==> config.mk <==
export PLATFORM = sky130hd
export DESIGN_NAME = fp16_norm_pack_flat
export DESIGN_NICKNAME = d
export VERILOG_FILES = /design/src/rtl/fp16_pkg.sv /design/src/rtl/fp16_norm_pack_if.sv /design/src/rtl/fp16_round_rne.sv /design/src/rtl/fp16_norm_pack.sv /design/src/flat_wrapper.sv
export SDC_FILE = /design/constraint.sdc
export NUM_CORES = 1
export LEC_CHECK = 0
export ABC_AREA = 1
export BUFFER_PORTS_ARGS = -buffer_cell sky130_fd_sc_hd__buf_2
export CAP_MARGIN = 20
export CORE_ASPECT_RATIO = 0.6
export CORE_MARGIN = 4
export CORE_UTILIZATION = 60
export DETAILED_ROUTE_END_ITERATION = 16
export GPL_TIMING_DRIVEN = 1
export PLACE_DENSITY = 0.84
export SLEW_MARGIN = 15
export SYNTH_ARGS = -nofsm -noshare
export SYNTH_HDL_FRONTEND = slang
export SYNTH_SLANG_ARGS = --single-unit
==> constraint.sdc <==
create_clock -name clk -period 7.6 [get_ports clk]
set_clock_uncertainty 0.05 [all_clocks]
set_input_delay 0.38 -clock clk [delete_from_list [all_inputs] [get_ports clk]]
set_output_delay 0.38 -clock clk [all_outputs]
set_load 0.01 [all_outputs]
==> src/rtl/fp16_pkg.sv <==
// ---------------------------------------------------------------------------
// fp16_pkg
// Shared constants and types for the half-precision arithmetic back ends.
//   FP16_*        : binary16 field widths, bias and special encodings
//   RAW_EXP_W     : width of the raw biased exponent sum from the front end
//   state_e       : control states of the normalise/round/pack sequencer
//   fp16_pack()   : assembles {sign, exponent, fraction} into a binary16 word
// ---------------------------------------------------------------------------
package fp16_pkg;

    localparam int FP16_BIAS    = 15;
    localparam int FP16_EXP_W   = 5;
    localparam int FP16_FRAC_W  = 10;
    // Largest biased exponent field; reserved for infinity/NaN.
    localparam int FP16_EXP_MAX = 2 * FP16_BIAS + 1;
    localparam logic [14:0] FP16_INF_MAG = 15'h7C00;

    localparam int RAW_EXP_W = 7;

    typedef enum logic [1:0] {
        IDLE,
        NORM,
        ROUND,
        DONE
    } state_e;

    function automatic logic [15:0] fp16_pack(
        input logic                   sign,
        input logic [FP16_EXP_W-1:0]  exp,
        input logic [FP16_FRAC_W-1:0] frac
    );
        return {sign, exp, frac};
    endfunction

endpackage

==> src/rtl/fp16_norm_pack_if.sv <==
// ---------------------------------------------------------------------------
// fp16_norm_pack_if
// Valid/ready handshake bundle between the multiplier front end, the
// normalise/pack back end and its consumer.
//   in_*   : raw product (sign, biased exponent sum, mantissa) + handshake
//   out_*  : packed binary16 result + handshake
// Modports:
//   slave  : the back end (consumes in_*, produces out_*)
//   master : the environment (produces in_*, consumes out_*)
// ---------------------------------------------------------------------------
interface fp16_norm_pack_if
    import fp16_pkg::*;
#(
    parameter int MANT_W = 22
);
    logic                 in_valid;
    logic                 in_ready;
    logic                 in_sign;
    logic [RAW_EXP_W-1:0] in_exp;
    logic [MANT_W-1:0]    in_mant;
    logic                 out_valid;
    logic                 out_ready;
    logic [15:0]          out_data;

    modport slave (
        input  in_valid, in_sign, in_exp, in_mant, out_ready,
        output in_ready, out_valid, out_data
    );

    modport master (
        output in_valid, in_sign, in_exp, in_mant, out_ready,
        input  in_ready, out_valid, out_data
    );
endinterface

==> src/rtl/fp16_round_rne.sv <==
// ---------------------------------------------------------------------------
// fp16_round_rne
// Combinational round-to-nearest-even of a 10-bit fraction.
//   kept_i   : fraction bits retained after normalisation
//   guard_i  : first bit below the kept LSB
//   sticky_i : OR of every bit below the guard bit
//   frac_o   : rounded fraction
//   carry_o  : rounding overflowed the fraction (kept was all ones)
// ---------------------------------------------------------------------------
module fp16_round_rne
    import fp16_pkg::*;
(
    input  logic [FP16_FRAC_W-1:0] kept_i,
    input  logic                   guard_i,
    input  logic                   sticky_i,
    output logic [FP16_FRAC_W-1:0] frac_o,
    output logic                   carry_o
);
    logic round_up;

    // Exact ties (guard set, nothing below) round toward an even LSB.
    assign round_up = guard_i & (sticky_i | kept_i[0]);

    assign {carry_o, frac_o} = {1'b0, kept_i} + {{FP16_FRAC_W{1'b0}}, round_up};

endmodule

==> src/rtl/fp16_norm_pack.sv <==
// ---------------------------------------------------------------------------
// fp16_norm_pack
// Back end of the half-precision multiplier: normalises the raw mantissa
// product one bit per cycle, rounds to nearest even, saturates overflow to
// infinity, flushes underflow to signed zero and packs a binary16 word.
//   clk   : rising-edge clock
//   rst_n : asynchronous active-low reset; abandons any job in flight
//   bus   : slave side of fp16_norm_pack_if
//           in_mant is the product scaled by 2^-20 (normal range [1,4)),
//           in_exp the two's-complement biased exponent sum.
// ---------------------------------------------------------------------------
module fp16_norm_pack
    import fp16_pkg::*;
#(
    parameter int MANT_W = 22,
    parameter int EXP_W  = 8
) (
    input  logic              clk,
    input  logic              rst_n,
    fp16_norm_pack_if.slave   bus
);
    // Normalised layout: bit MANT_W-2 is the hidden one, then the kept
    // fraction, then the guard bit, then the sticky field.
    localparam int GUARD_BIT = MANT_W - 3 - FP16_FRAC_W;

    localparam logic signed [EXP_W-1:0] EXP_INF  = EXP_W'(FP16_EXP_MAX);
    localparam logic signed [EXP_W-1:0] EXP_ZERO = '0;

    state_e                   state_q;
    logic                     sign_q;
    logic signed [EXP_W-1:0]  exp_q;
    logic [MANT_W-1:0]        mant_q;
    logic                     zero_q;
    logic                     out_valid_q;
    logic [15:0]              out_data_q;

    logic [FP16_FRAC_W-1:0]   frac_rnd;
    logic                     carry_rnd;
    logic signed [EXP_W-1:0]  exp_rnd;
    logic [15:0]              packed_d;

    fp16_round_rne u_round (
        .kept_i   (mant_q[GUARD_BIT+FP16_FRAC_W:GUARD_BIT+1]),
        .guard_i  (mant_q[GUARD_BIT]),
        .sticky_i (|mant_q[GUARD_BIT-1:0]),
        .frac_o   (frac_rnd),
        .carry_o  (carry_rnd)
    );

    // A rounding carry turns 1.111..1 into 10.000..0: fraction wraps to
    // zero (already true of frac_rnd) and the exponent steps up by one.
    assign exp_rnd = exp_q + $signed({{(EXP_W-1){1'b0}}, carry_rnd});

    // NOTE: every variable driven in always_comb gets a default before any
    // branch, so no path leaves it holding its old value and no latch is built.
    always_comb begin
        packed_d = '0;
        if (zero_q) begin
            packed_d = fp16_pack(sign_q, '0, '0);
        end else if (exp_rnd >= EXP_INF) begin
            packed_d = {sign_q, FP16_INF_MAG};
        end else if (exp_rnd <= EXP_ZERO) begin
            packed_d = fp16_pack(sign_q, '0, '0);
        end else begin
            packed_d = fp16_pack(sign_q, exp_rnd[FP16_EXP_W-1:0], frac_rnd);
        end
    end

    // NOTE: state registers use non-blocking assignments so every flop in
    // this block samples the pre-edge values, independent of statement order.
    always_ff @(posedge clk or negedge rst_n) begin
        if (!rst_n) begin
            state_q     <= IDLE;
            sign_q      <= 1'b0;
            exp_q       <= '0;
            mant_q      <= '0;
            zero_q      <= 1'b0;
            out_valid_q <= 1'b0;
            out_data_q  <= '0;
        end else begin
            case (state_q)
                IDLE: begin
                    if (bus.in_valid) begin
                        sign_q <= bus.in_sign;
                        exp_q  <= {{(EXP_W-RAW_EXP_W){bus.in_exp[RAW_EXP_W-1]}}, bus.in_exp};
                        mant_q <= bus.in_mant;
                        zero_q <= (bus.in_mant == '0);
                        // A zero product has nothing to normalise.
                        state_q <= (bus.in_mant == '0) ? ROUND : NORM;
                    end
                end

                NORM: begin
                    if (mant_q[MANT_W-1]) begin
                        // Product in [2,4): one right shift, keeping the lost
                        // bit alive in the sticky field.
                        mant_q  <= {1'b0, mant_q[MANT_W-1:2], mant_q[1] | mant_q[0]};
                        exp_q   <= exp_q + EXP_W'(1);
                        state_q <= ROUND;
                    end else if (!mant_q[MANT_W-2]) begin
                        // Terminates: mant is nonzero, so the hidden bit is
                        // reached within MANT_W-2 shifts.
                        mant_q <= mant_q << 1;
                        exp_q  <= exp_q - EXP_W'(1);
                    end else begin
                        state_q <= ROUND;
                    end
                end

                ROUND: begin
                    out_data_q  <= packed_d;
                    out_valid_q <= 1'b1;
                    state_q     <= DONE;
                end

                DONE: begin
                    if (bus.out_ready) begin
                        out_valid_q <= 1'b0;
                        state_q     <= IDLE;
                    end
                end

                default: state_q <= IDLE;
            endcase
        end
    end

    assign bus.in_ready  = (state_q == IDLE);
    assign bus.out_valid = out_valid_q;
    assign bus.out_data  = out_data_q;

endmodule

==> src/flat_wrapper.sv <==
// flat-port wrapper written by rule: the top's interface ports become plain ports
module fp16_norm_pack_flat import fp16_pkg::*;
#(
    parameter int MANT_W = 22,
    parameter int EXP_W  = 8
)
  (clk, rst_n, bus_in_valid, bus_in_sign, bus_in_exp, bus_in_mant, bus_out_ready, bus_in_ready, bus_out_valid, bus_out_data);
  fp16_norm_pack_if #(.MANT_W(MANT_W)) bus_i ();
  input  logic clk;
  input  logic rst_n;
  input wire logic [$bits(bus_i.in_valid)-1:0] bus_in_valid;
  input wire logic [$bits(bus_i.in_sign)-1:0] bus_in_sign;
  input wire logic [$bits(bus_i.in_exp)-1:0] bus_in_exp;
  input wire logic [$bits(bus_i.in_mant)-1:0] bus_in_mant;
  input wire logic [$bits(bus_i.out_ready)-1:0] bus_out_ready;
  output wire logic [$bits(bus_i.in_ready)-1:0] bus_in_ready;
  output wire logic [$bits(bus_i.out_valid)-1:0] bus_out_valid;
  output wire logic [$bits(bus_i.out_data)-1:0] bus_out_data;
  assign bus_i.in_valid = bus_in_valid;
  assign bus_i.in_sign = bus_in_sign;
  assign bus_i.in_exp = bus_in_exp;
  assign bus_i.in_mant = bus_in_mant;
  assign bus_i.out_ready = bus_out_ready;
  assign bus_in_ready = bus_i.in_ready;
  assign bus_out_valid = bus_i.out_valid;
  assign bus_out_data = bus_i.out_data;
  fp16_norm_pack #(.MANT_W(MANT_W), .EXP_W(EXP_W)) u_core (.clk(clk), .rst_n(rst_n), .bus(bus_i));
endmodule
==> results_tabular.tex, run 1 <==
\begin{tabular}{lr}
\hline
Metric & Value \\
\hline
\multicolumn{2}{l}{\textbf{STA}} \\
\quad Post-layout minimum cycle time & 2.84 ns \\
\quad Setup tns final & 0 ns \\
\quad Setup-failing EPs final & 0 \\
\quad Headroom to the max-slew limit & 43.7\% \\
\quad Number of failing hold endpoints at the final stage & 0 \\
\quad Number of max-slew violations in the final report & 0 \\
\quad Final period util & 37.4\% \\
\quad RSZ-0062 raised after global routing & false \\
\quad Actual slew at the worst max-slew pin & 0.843 ns \\
\quad Fmax achieved & 352 MHz \\
\quad Final worst slack & 4.76 ns \\
\quad Worst-case hold slack & 0.126 ns \\
\multicolumn{2}{l}{\textbf{Critical path}} \\
\quad Slowest cell delay on critical path & 0.38 ns \\
\quad Required arrival time at the worst endpoint & 7.75 ns \\
\quad Startpoint type of the worst setup path & flip-flop \\
\quad Critical-path cell with the highest stage delay & sky130\_fd\_sc\_hd\_\_dfrtp\_1 \\
\quad Crit path DAT & 3.00 ns \\
\quad Critical path's most frequent cell & sky130\_fd\_sc\_hd\_\_ha\_1 \\
\quad Crit. Startpoint & u\_core.mant\_q[9] \\
\quad Largest driver fanout on the critical path & 10 \\
\quad Launching point of the worst reg2reg path & u\_core.mant\_q[9] \\
\quad Critical path class & flip-flop to flip-flop \\
\quad Nature of the critical path endpoint & flip-flop \\
\quad Ordered list of cells on the worst path & nand2\_1 > inv\_1 > ha\_1 > nand3\_1 > inv\_1 > nand3\_1 > nor2\_1 > ha\_1 > ha\_1 > or2\_2 > a21oi\_1 > nand3\_2 > nand2\_4 > nor2\_8 > nand3b\_1 > nand2\_1 \\
\multicolumn{2}{l}{\textbf{Routing}} \\
\quad Detailed-route via count & 3,294 \\
\quad Mean number of vias per cell & 5.53 \\
\quad Drc violations & 0 \\
\quad Detailed router's first-iteration violation count & 272 \\
\quad Routed length per instance & 14.1 um \\
\quad DRT Wirelength & 8.42 mm \\
\quad Count of antenna-violating nets left after detailed routing & 0 \\
\quad Router iterations before antenna repair & 5 \\
\multicolumn{2}{l}{\textbf{Power and ir drop}} \\
\quad Power per cell area & 425 mW/mm\^{}2 \\
\quad Total power consumption of the routed design & 1.62 mW \\
\quad VDD IR max & 0.277 mV \\
\quad Leakage & 2.02 nW \\
\multicolumn{2}{l}{\textbf{Finish}} \\
\quad Final net count & 566 \\
\quad Commonest non-fill, non-tap cell in the layout & sky130\_fd\_sc\_hd\_\_nand2\_1 \\
\quad P\&R area growth vs syn & 11.3\% \\
\quad Most frequent cells in the layout & 120 x sky130\_fd\_sc\_hd\_\_nand2\_1, 65 x sky130\_fd\_sc\_hd\_\_inv\_1, 51 x sky130\_fd\_sc\_hd\_\_buf\_2, 51 x sky130\_fd\_sc\_hd\_\_dfrtp\_1, 45 x sky130\_fd\_sc\_hd\_\_o21ai\_0 \\
\quad Share of the core filled with cells & 72.0\% \\
\quad Share of post-route cells with drive strength above 1 & 16.8\% \\
\quad Number of diodes & 0 \\
\multicolumn{2}{l}{\textbf{Clock network}} \\
\quad Total CTS buffers & 5 \\
\quad Number of buffers added to fix hold violations after cts & 0 \\
\quad Post-CTS setup buffer count & 0 \\
\quad Clock network latency to the later pin of the worst-skew pair & 0.30 ns \\
\quad Clk pin slew, worst setup/hold paths & 0.09 ns \\
\quad Cells resized by post-CTS repair & 0 \\
\quad Deepest level of the CTS H-tree & 2 \\
\quad TritonCTS clock tree & built \\
\quad Root buffer selected by CTS & sky130\_fd\_sc\_hd\_\_clkbuf\_8 \\
\quad Max clock buf depth & 2 \\
\quad TritonCTS Sinks & 51 \\
\multicolumn{2}{l}{\textbf{Yosys}} \\
\quad Unique masters post-synth & 36 \\
\quad Nets in the synthesized netlist & 520 \\
\quad Area of the mapped netlist & 0.00341 mm\^{}2 \\
\quad Number of flops mapped to enable cells by yosys & 0 \\
\quad Mean instance size in the synthesized netlist & 7.23 um\^{}2 \\
\quad Area share of the leading cell type in the synthesized netlist & 37.4\% \\
\quad Count of mapped cells out of synthesis & 472 \\
\quad Synth Register Bits & 51 \\
\quad Count of warnings emitted by yosys & 0 \\
\quad Synth async-reset ratio & 100\% \\
\quad Commonest register cell after synthesis & sky130\_fd\_sc\_hd\_\_dfrtp\_1 \\
\quad Post-synthesis cell type with the largest combined area & sky130\_fd\_sc\_hd\_\_dfrtp\_1 \\
\quad Sequential fraction of the synthesis area & 37.4\% \\
\quad Top area cells in the synthesized netlist & sky130\_fd\_sc\_hd\_\_dfrtp\_1 37\%, sky130\_fd\_sc\_hd\_\_nand2\_1 13\%, sky130\_fd\_sc\_hd\_\_inv\_1 7.1\%, sky130\_fd\_sc\_hd\_\_o21ai\_0 6.6\%, sky130\_fd\_sc\_hd\_\_nor2\_1 4.8\% \\
\multicolumn{2}{l}{\textbf{GRT}} \\
\quad All-layer global routing usage & 25.9\% \\
\quad Wire length of the first global-routing pass & 14.7 mm \\
\quad Pin count of the biggest net entering global routing & 52 \\
\quad Vias in the first global route & 3,096 \\
\quad Total congestion overflow & 0 \\
\quad Initial antenna violation count & 0 \\
\multicolumn{2}{l}{\textbf{Floorplanning}} \\
\quad Initial core utilization & 64.7\% \\
\quad Number of placement rows & 20 \\
\quad DIE AREA & 0.00700 mm\^{}2 \\
\quad Top-Level Pins & 52 \\
\quad Placeable Area & 0.00528 mm\^{}2 \\
\quad Die X & 105 um \\
\quad Y dimension of the die & 66.4 um \\
\multicolumn{2}{l}{\textbf{Placed design}} \\
\quad Count of buffers from port buffering & 51 \\
\quad Worst slack at placement & 4.77 ns \\
\quad Post-DP HPWL & 6.25 mm \\
\quad Final Wtd Congestion & 0.937 \\
\multicolumn{2}{l}{\textbf{Outcome}} \\
\quad Status & finished, final reports clean \\
\multicolumn{2}{l}{\textbf{Hold path}} \\
\quad Classification of the worst-slack hold path & primary input to async pin \\
\multicolumn{2}{l}{\textbf{Run}} \\
\quad Count of maximum capacitance violations & 0 \\
\hline
\end{tabular}
-- sequential cells by signal, summed over array words and instances (netlist names) --
signal                count
u_core.bus.out_valid      1
u_core.state_q            2
u_core.exp_q              8
u_core.zero_q             1
u_core.sign_q             1
u_core.mant_q            22
u_core.bus.out_data      16
-- logic make-up after synthesis --
family,after synthesis,synth area share (%)
AND/OR/NAND/NOR,229,31.0
AO/OA/AOI/OAI,85,13.9
buffers and inverters,85,10.3
flip-flops,51,37.4
adder cells (fa/ha/maj),14,5.35
XOR/XNOR,8,2.05
-- metal layers --
layer,wire [um],track usage [%],vias up
met2,3720,40.7,128
met3,572,4.39,18
li1,-,-,1622
met4,104,5.89,0
met1,4020,37.5,1526
met5,0,0,-
-- synthesized netlist by cell type (all sizes together) (2+ instances only) --
cell type  instances
a21oi              9
buf               10
clkbuf             4
dfrtp             51
ha                13
inv               70
nand2            126
nand3             34
nand3b             7
nand4             11
nor2              46
nor3               3
o211ai             3
o21ai             47
o22ai             21
or2                2
xnor2              2
xor2               6
-- worst max-delay path, delay by kind of cell (launching register included) --
family | cells | cell delay, ns
AOI/OAI and AO/OA | 1 | 0.16
adders and majority gates | 3 | 0.71
buffers and inverters | 2 | 0.30
and+or+nand+nor | 10 | 1.12
DFF | 1 | 0.38
-- through the flow --
step,std cells,cell area [um^2]
after global placement,588,3700
after global routing,596,3800
after detailed placement,588,3700
final,596,3800
after CTS,596,3800
after floorplan,472,3410
-- final timing paths --
kind                                      endpoint  slack, ns  cells past startpoint
max                         u_core.bus.out_data[6]       4.76                     16
min                                u_core.exp_q[4]       0.13                      2
max reg2reg                 u_core.bus.out_data[6]       4.76                     16
min reg2reg                u_core.bus.out_data[14]       0.43                      2
max in group asynchronous            u_core.sign_q       6.92                      2
min in group clk                     u_core.sign_q       0.22                      3
-- layout make-up --
cell class / instances / area [um^2]
Tap cell: 77 / 96.3
Clock inverter: 1 / 7.51
Inverter: 71 / 268
Fill cell: 425 / 1480
Timing Repair Buffer: 53 / 270
Clock buffer: 7 / 96.3
Multi-Input combinational cell: 336 / 1790
Sequential cell: 51 / 1280
-- where the power goes --
| part | total (mW) | internal, mW | switching, mW |
|---|---|---|---|
| Sequential | 0.499 | 0.389 | 0.110 |
| Clock | 0.177 | 0.0831 | 0.0939 |
| Combinational | 0.940 | 0.333 | 0.607 |
Note: power is estimated with default switching activity, not from simulation.
==> inputs of run 2 (changes only) <==
--- a/config.mk
+++ b/config.mk
@@ -10,10 +10,10 @@
 export CAP_MARGIN = 20
 export CORE_ASPECT_RATIO = 0.6
 export CORE_MARGIN = 4
-export CORE_UTILIZATION = 60
+export CORE_UTILIZATION = 57
 export DETAILED_ROUTE_END_ITERATION = 16
 export GPL_TIMING_DRIVEN = 1
-export PLACE_DENSITY = 0.84
+export PLACE_DENSITY = 0.8
 export SLEW_MARGIN = 15
 export SYNTH_ARGS = -nofsm -noshare
 export SYNTH_HDL_FRONTEND = slang
==> constraint.sdc (replaced) <==
create_clock -name clk -period 2.99 [get_ports clk]
set_clock_uncertainty 0.05 [all_clocks]
set_input_delay 0.1495 -clock clk [delete_from_list [all_inputs] [get_ports clk]]
set_output_delay 0.1495 -clock clk [all_outputs]
set_load 0.01 [all_outputs]
==> results_tabular.tex, run 2 (synthesized netlist as in run 1, its figures left out) <==
\begin{tabular}{lr}
\hline
Metric & Value \\
\hline
\multicolumn{2}{l}{\textbf{Placed design}} \\
\quad Post-DP HPWL & 6.17 mm (was 6.25 mm) \\
\quad Final Wtd Congestion & 0.898 (was 0.937) \\
\quad Instance area at placement & 0.00371 mm\^{}2 (was 0.00370 mm\^{}2) \\
\quad Number of cells after detailed placement & 592 (was 588) \\
\quad Worst slack at placement & 0.215 ns (was 4.77 ns) \\
\quad Count of buffers from port buffering & 51 (unchanged) \\
\multicolumn{2}{l}{\textbf{GRT}} \\
\quad Initial antenna violation count & 0 (unchanged) \\
\quad Wire length of the first global-routing pass & 14.0 mm (was 14.7 mm) \\
\quad Vias in the first global route & 3,002 (was 3,096) \\
\quad All-layer global routing usage & 24.2\% (was 25.9\%) \\
\quad Pin count of the biggest net entering global routing & 51 (was 52) \\
\quad Total congestion overflow & 0 (unchanged) \\
\multicolumn{2}{l}{\textbf{Critical path}} \\
\quad Critical path class & flip-flop to flip-flop (unchanged) \\
\quad Largest driver fanout on the critical path & 10 (unchanged) \\
\quad Nature of the critical path endpoint & flip-flop (unchanged) \\
\quad Crit path DAT & 2.90 ns (was 3.00 ns) \\
\quad Startpoint type of the worst setup path & flip-flop (unchanged) \\
\quad Required arrival time at the worst endpoint & 3.14 ns (was 7.75 ns) \\
\multicolumn{2}{l}{\textbf{Routing}} \\
\quad Drc violations & 0 (unchanged) \\
\quad Mean number of vias per cell & 5.47 (was 5.53) \\
\quad DRT Wirelength & 8.39 mm (was 8.42 mm) \\
\quad Detailed-route via count & 3,296 (was 3,294) \\
\quad Routed length per instance & 13.9 um (was 14.1 um) \\
\quad Router iterations before antenna repair & 5 (unchanged) \\
\quad Count of antenna-violating nets left after detailed routing & 0 (unchanged) \\
\quad Detailed router's first-iteration violation count & 231 (was 272) \\
\multicolumn{2}{l}{\textbf{Power and ir drop}} \\
\quad Sequential Power Share & 30.3\% (was 30.9\%) \\
\quad Total power consumption of the routed design & 4.19 mW (was 1.62 mW) \\
\quad Power per cell area & 1080 mW/mm\^{}2 (was 425 mW/mm\^{}2) \\
\quad Leakage & 2.04 nW (was 2.02 nW) \\
\quad Portion of total power attributed to the clock network & 12.1\% (was 10.9\%) \\
\quad Portion of total power attributed to combinational logic & 57.6\% (was 58.2\%) \\
\quad Switch Pwr & 2.07 mW (was 811 uW) \\
\quad VDD IR max & 0.576 mV (was 0.277 mV) \\
\quad Fraction of power spent switching nets & 49.5\% (was 50.2\%) \\
\quad Pint & 2.11 mW (was 805 uW) \\
\multicolumn{2}{l}{\textbf{Finish}} \\
\quad Post-layout instance count excluding filler cells & 603 (was 596) \\
\quad Number of diodes & 0 (unchanged) \\
\quad Commonest non-fill, non-tap cell in the layout & sky130\_fd\_sc\_hd\_\_nand2\_1 (unchanged) \\
\quad Layout Cell Area excl Fill & 0.00386 mm\^{}2 (was 0.00380 mm\^{}2) \\
\quad P\&R area growth vs syn & 13.0\% (was 11.3\%) \\
\quad Final net count & 570 (was 566) \\
\quad Total area of multi-input combinational cells & 0.00179 mm\^{}2 (about the same) \\
\quad FILL cells & 492 (was 425) \\
\quad Most frequent cells in the layout & 120 x sky130\_fd\_sc\_hd\_\_nand2\_1, 64 x sky130\_fd\_sc\_hd\_\_inv\_1, 51 x sky130\_fd\_sc\_hd\_\_buf\_2, 51 x sky130\_fd\_sc\_hd\_\_dfrtp\_1, 45 x sky130\_fd\_sc\_hd\_\_o21ai\_0 (was 120 x sky130\_fd\_sc\_hd\_\_nand2\_1, 65 x sky130\_fd\_sc\_hd\_\_inv\_1, 51 x sky130\_fd\_sc\_hd\_\_buf\_2, 51 x sky130\_fd\_sc\_hd\_\_dfrtp\_1, 45 x sky130\_fd\_sc\_hd\_\_o21ai\_0) \\
\quad Number of flip-flops under the largest register name & 22 (unchanged) \\
\quad Share of the core filled with cells & 68.0\% (was 72.0\%) \\
\quad Share of post-route cells with drive strength above 1 & 17.6\% (was 16.8\%) \\
\quad Register with the highest flop count & u\_core.mant\_q (unchanged) \\
\quad Flip-flop and latch area & 0.00128 mm\^{}2 (unchanged) \\
\multicolumn{2}{l}{\textbf{Floorplanning}} \\
\quad Top-Level Pins & 52 (unchanged) \\
\quad Placeable Area & 0.00568 mm\^{}2 (was 0.00528 mm\^{}2) \\
\quad DIE AREA & 0.00733 mm\^{}2 (was 0.00700 mm\^{}2) \\
\quad Number of placement rows & 21 (was 20) \\
\quad Initial core utilization & 60.2\% (was 64.7\%) \\
\quad Die X & 108 um (was 105 um) \\
\quad Y dimension of the die & 68.0 um (was 66.4 um) \\
\multicolumn{2}{l}{\textbf{Clock network}} \\
\quad Deepest level of the CTS H-tree & 2 (unchanged) \\
\quad Clock network latency to the later pin of the worst-skew pair & 0.31 ns (was 0.30 ns) \\
\quad Total CTS buffers & 5 (unchanged) \\
\quad Max clock buf depth & 2 (unchanged) \\
\quad TritonCTS clock tree & built (unchanged) \\
\quad TritonCTS Sinks & 51 (unchanged) \\
\quad Clk pin slew, worst setup/hold paths & 0.09 ns (about the same) \\
\quad Root buffer selected by CTS & sky130\_fd\_sc\_hd\_\_clkbuf\_8 (unchanged) \\
\multicolumn{2}{l}{\textbf{STA}} \\
\quad Headroom to the max-slew limit & 44.1\% (was 43.7\%) \\
\quad Actual slew at the worst max-slew pin & 0.839 ns (was 0.843 ns) \\
\quad Fmax achieved & 364 MHz (was 352 MHz) \\
\quad Number of failing hold endpoints at the final stage & 0 (unchanged) \\
\quad Final worst slack & 0.240 ns (was 4.76 ns) \\
\quad Worst-case hold slack & 0.0278 ns (was 0.126 ns) \\
\quad Setup-failing EPs final & 0 (unchanged) \\
\quad Post-layout minimum cycle time & 2.75 ns (was 2.84 ns) \\
\quad Number of max-slew violations in the final report & 0 (unchanged) \\
\quad Setup tns final & 0 ns (unchanged) \\
\quad RSZ-0062 raised after global routing & false (unchanged) \\
\quad Final period util & 92.0\% (was 37.4\%) \\
\multicolumn{2}{l}{\textbf{Run}} \\
\quad Count of maximum capacitance violations & 0 (unchanged) \\
\multicolumn{2}{l}{\textbf{Hold path}} \\
\quad Classification of the worst-slack hold path & primary input to flip-flop (was primary input to async pin) \\
\multicolumn{2}{l}{\textbf{Outcome}} \\
\quad Status & finished, final reports clean (unchanged) \\
\hline
\end{tabular}
run 2: changes by cell type in the layout (fill, tap and decap cells not counted), moves of 2 or more:
cell and delta:
sky130_fd_sc_hd__ha_2 +2, sky130_fd_sc_hd__dlygate4sd3_1 +2, sky130_fd_sc_hd__ha_1 -2, sky130_fd_sc_hd__buf_4 +2
run 2: worst max-delay path: stages (launching register included):
cell and delay (ns):
sky130_fd_sc_hd__dfrtp_1 0.38, sky130_fd_sc_hd__nand2_1 0.09, sky130_fd_sc_hd__inv_2 0.11, sky130_fd_sc_hd__ha_1 0.19, sky130_fd_sc_hd__nand3_1 0.13, sky130_fd_sc_hd__inv_1 0.12, sky130_fd_sc_hd__nand3_1 0.10, sky130_fd_sc_hd__nor2_1 0.12
sky130_fd_sc_hd__ha_2 0.21, sky130_fd_sc_hd__ha_2 0.29, sky130_fd_sc_hd__or2_2 0.28, sky130_fd_sc_hd__a21oi_1 0.15, sky130_fd_sc_hd__nand3_2 0.13, sky130_fd_sc_hd__nand2_4 0.11, sky130_fd_sc_hd__nor2_8 0.05, sky130_fd_sc_hd__nand3b_1 0.08
sky130_fd_sc_hd__nand2_1 0.05
run 2: what timing repair did:
action | CTS | global route
setup endpoints to repair | 0 | 14
hold buffers | 2 | 0
resized for setup | 0 | 3
endpoints found under the hold margin | 35 | 0
setup buffers | 0 | 1
run 2: layout make-up:
type / count / area share [%]
clock inverters: 2 / 0.908
inverters: 71 / 6.94
clock buffers: 6 / 2.14
repair buffers: 57 / 7.91
multi-input cells: 336 / 46.4
well taps: 80 / 2.59
flip-flops and latches: 51 / 33.1
run 2: power by group through the flow:
| stage | combinational [mW] | sequential [mW] | clock (mW) |
|---|---|---|---|
| finish | 2.41 | 1.27 | 0.507 |
| global route | 2.75 | 1.30 | 0.537 |
| CTS | 2.39 | 1.26 | 0.515 |
| detailed placement | 2.38 | 1.27 | 0 |
| global placement | 2.31 | 1.26 | 0 |
| floorplan | 1.86 | 1.24 | 0 |
run 2: worst paths after layout:
check / from / to / slack, ns / cells after the start
max: u_core.mant_q[9] / u_core.bus.out_data[8] / 0.24 / 16
min: bus_in_exp[3] / u_core.exp_q[3] / 0.03 / 3
max reg2reg: u_core.mant_q[9] / u_core.bus.out_data[8] / 0.24 / 16
min reg2reg: u_core.bus.out_data[13] / u_core.bus.out_data[13] / 0.43 / 2
max in group asynchronous: rst_n / u_core.bus.out_data[0] / 1.71 / 3
min in group asynchronous: rst_n / u_core.exp_q[5] / 0.43 / 2
run 2: per-layer routing:
metal  up-vias  track usage (%)  wire [um]
li1       1628                -          -
met1      1522             35.8       4070
met2       130             37.0       3600
met3        16             4.81        618
met4         0             5.04        101
met5         -                0          0
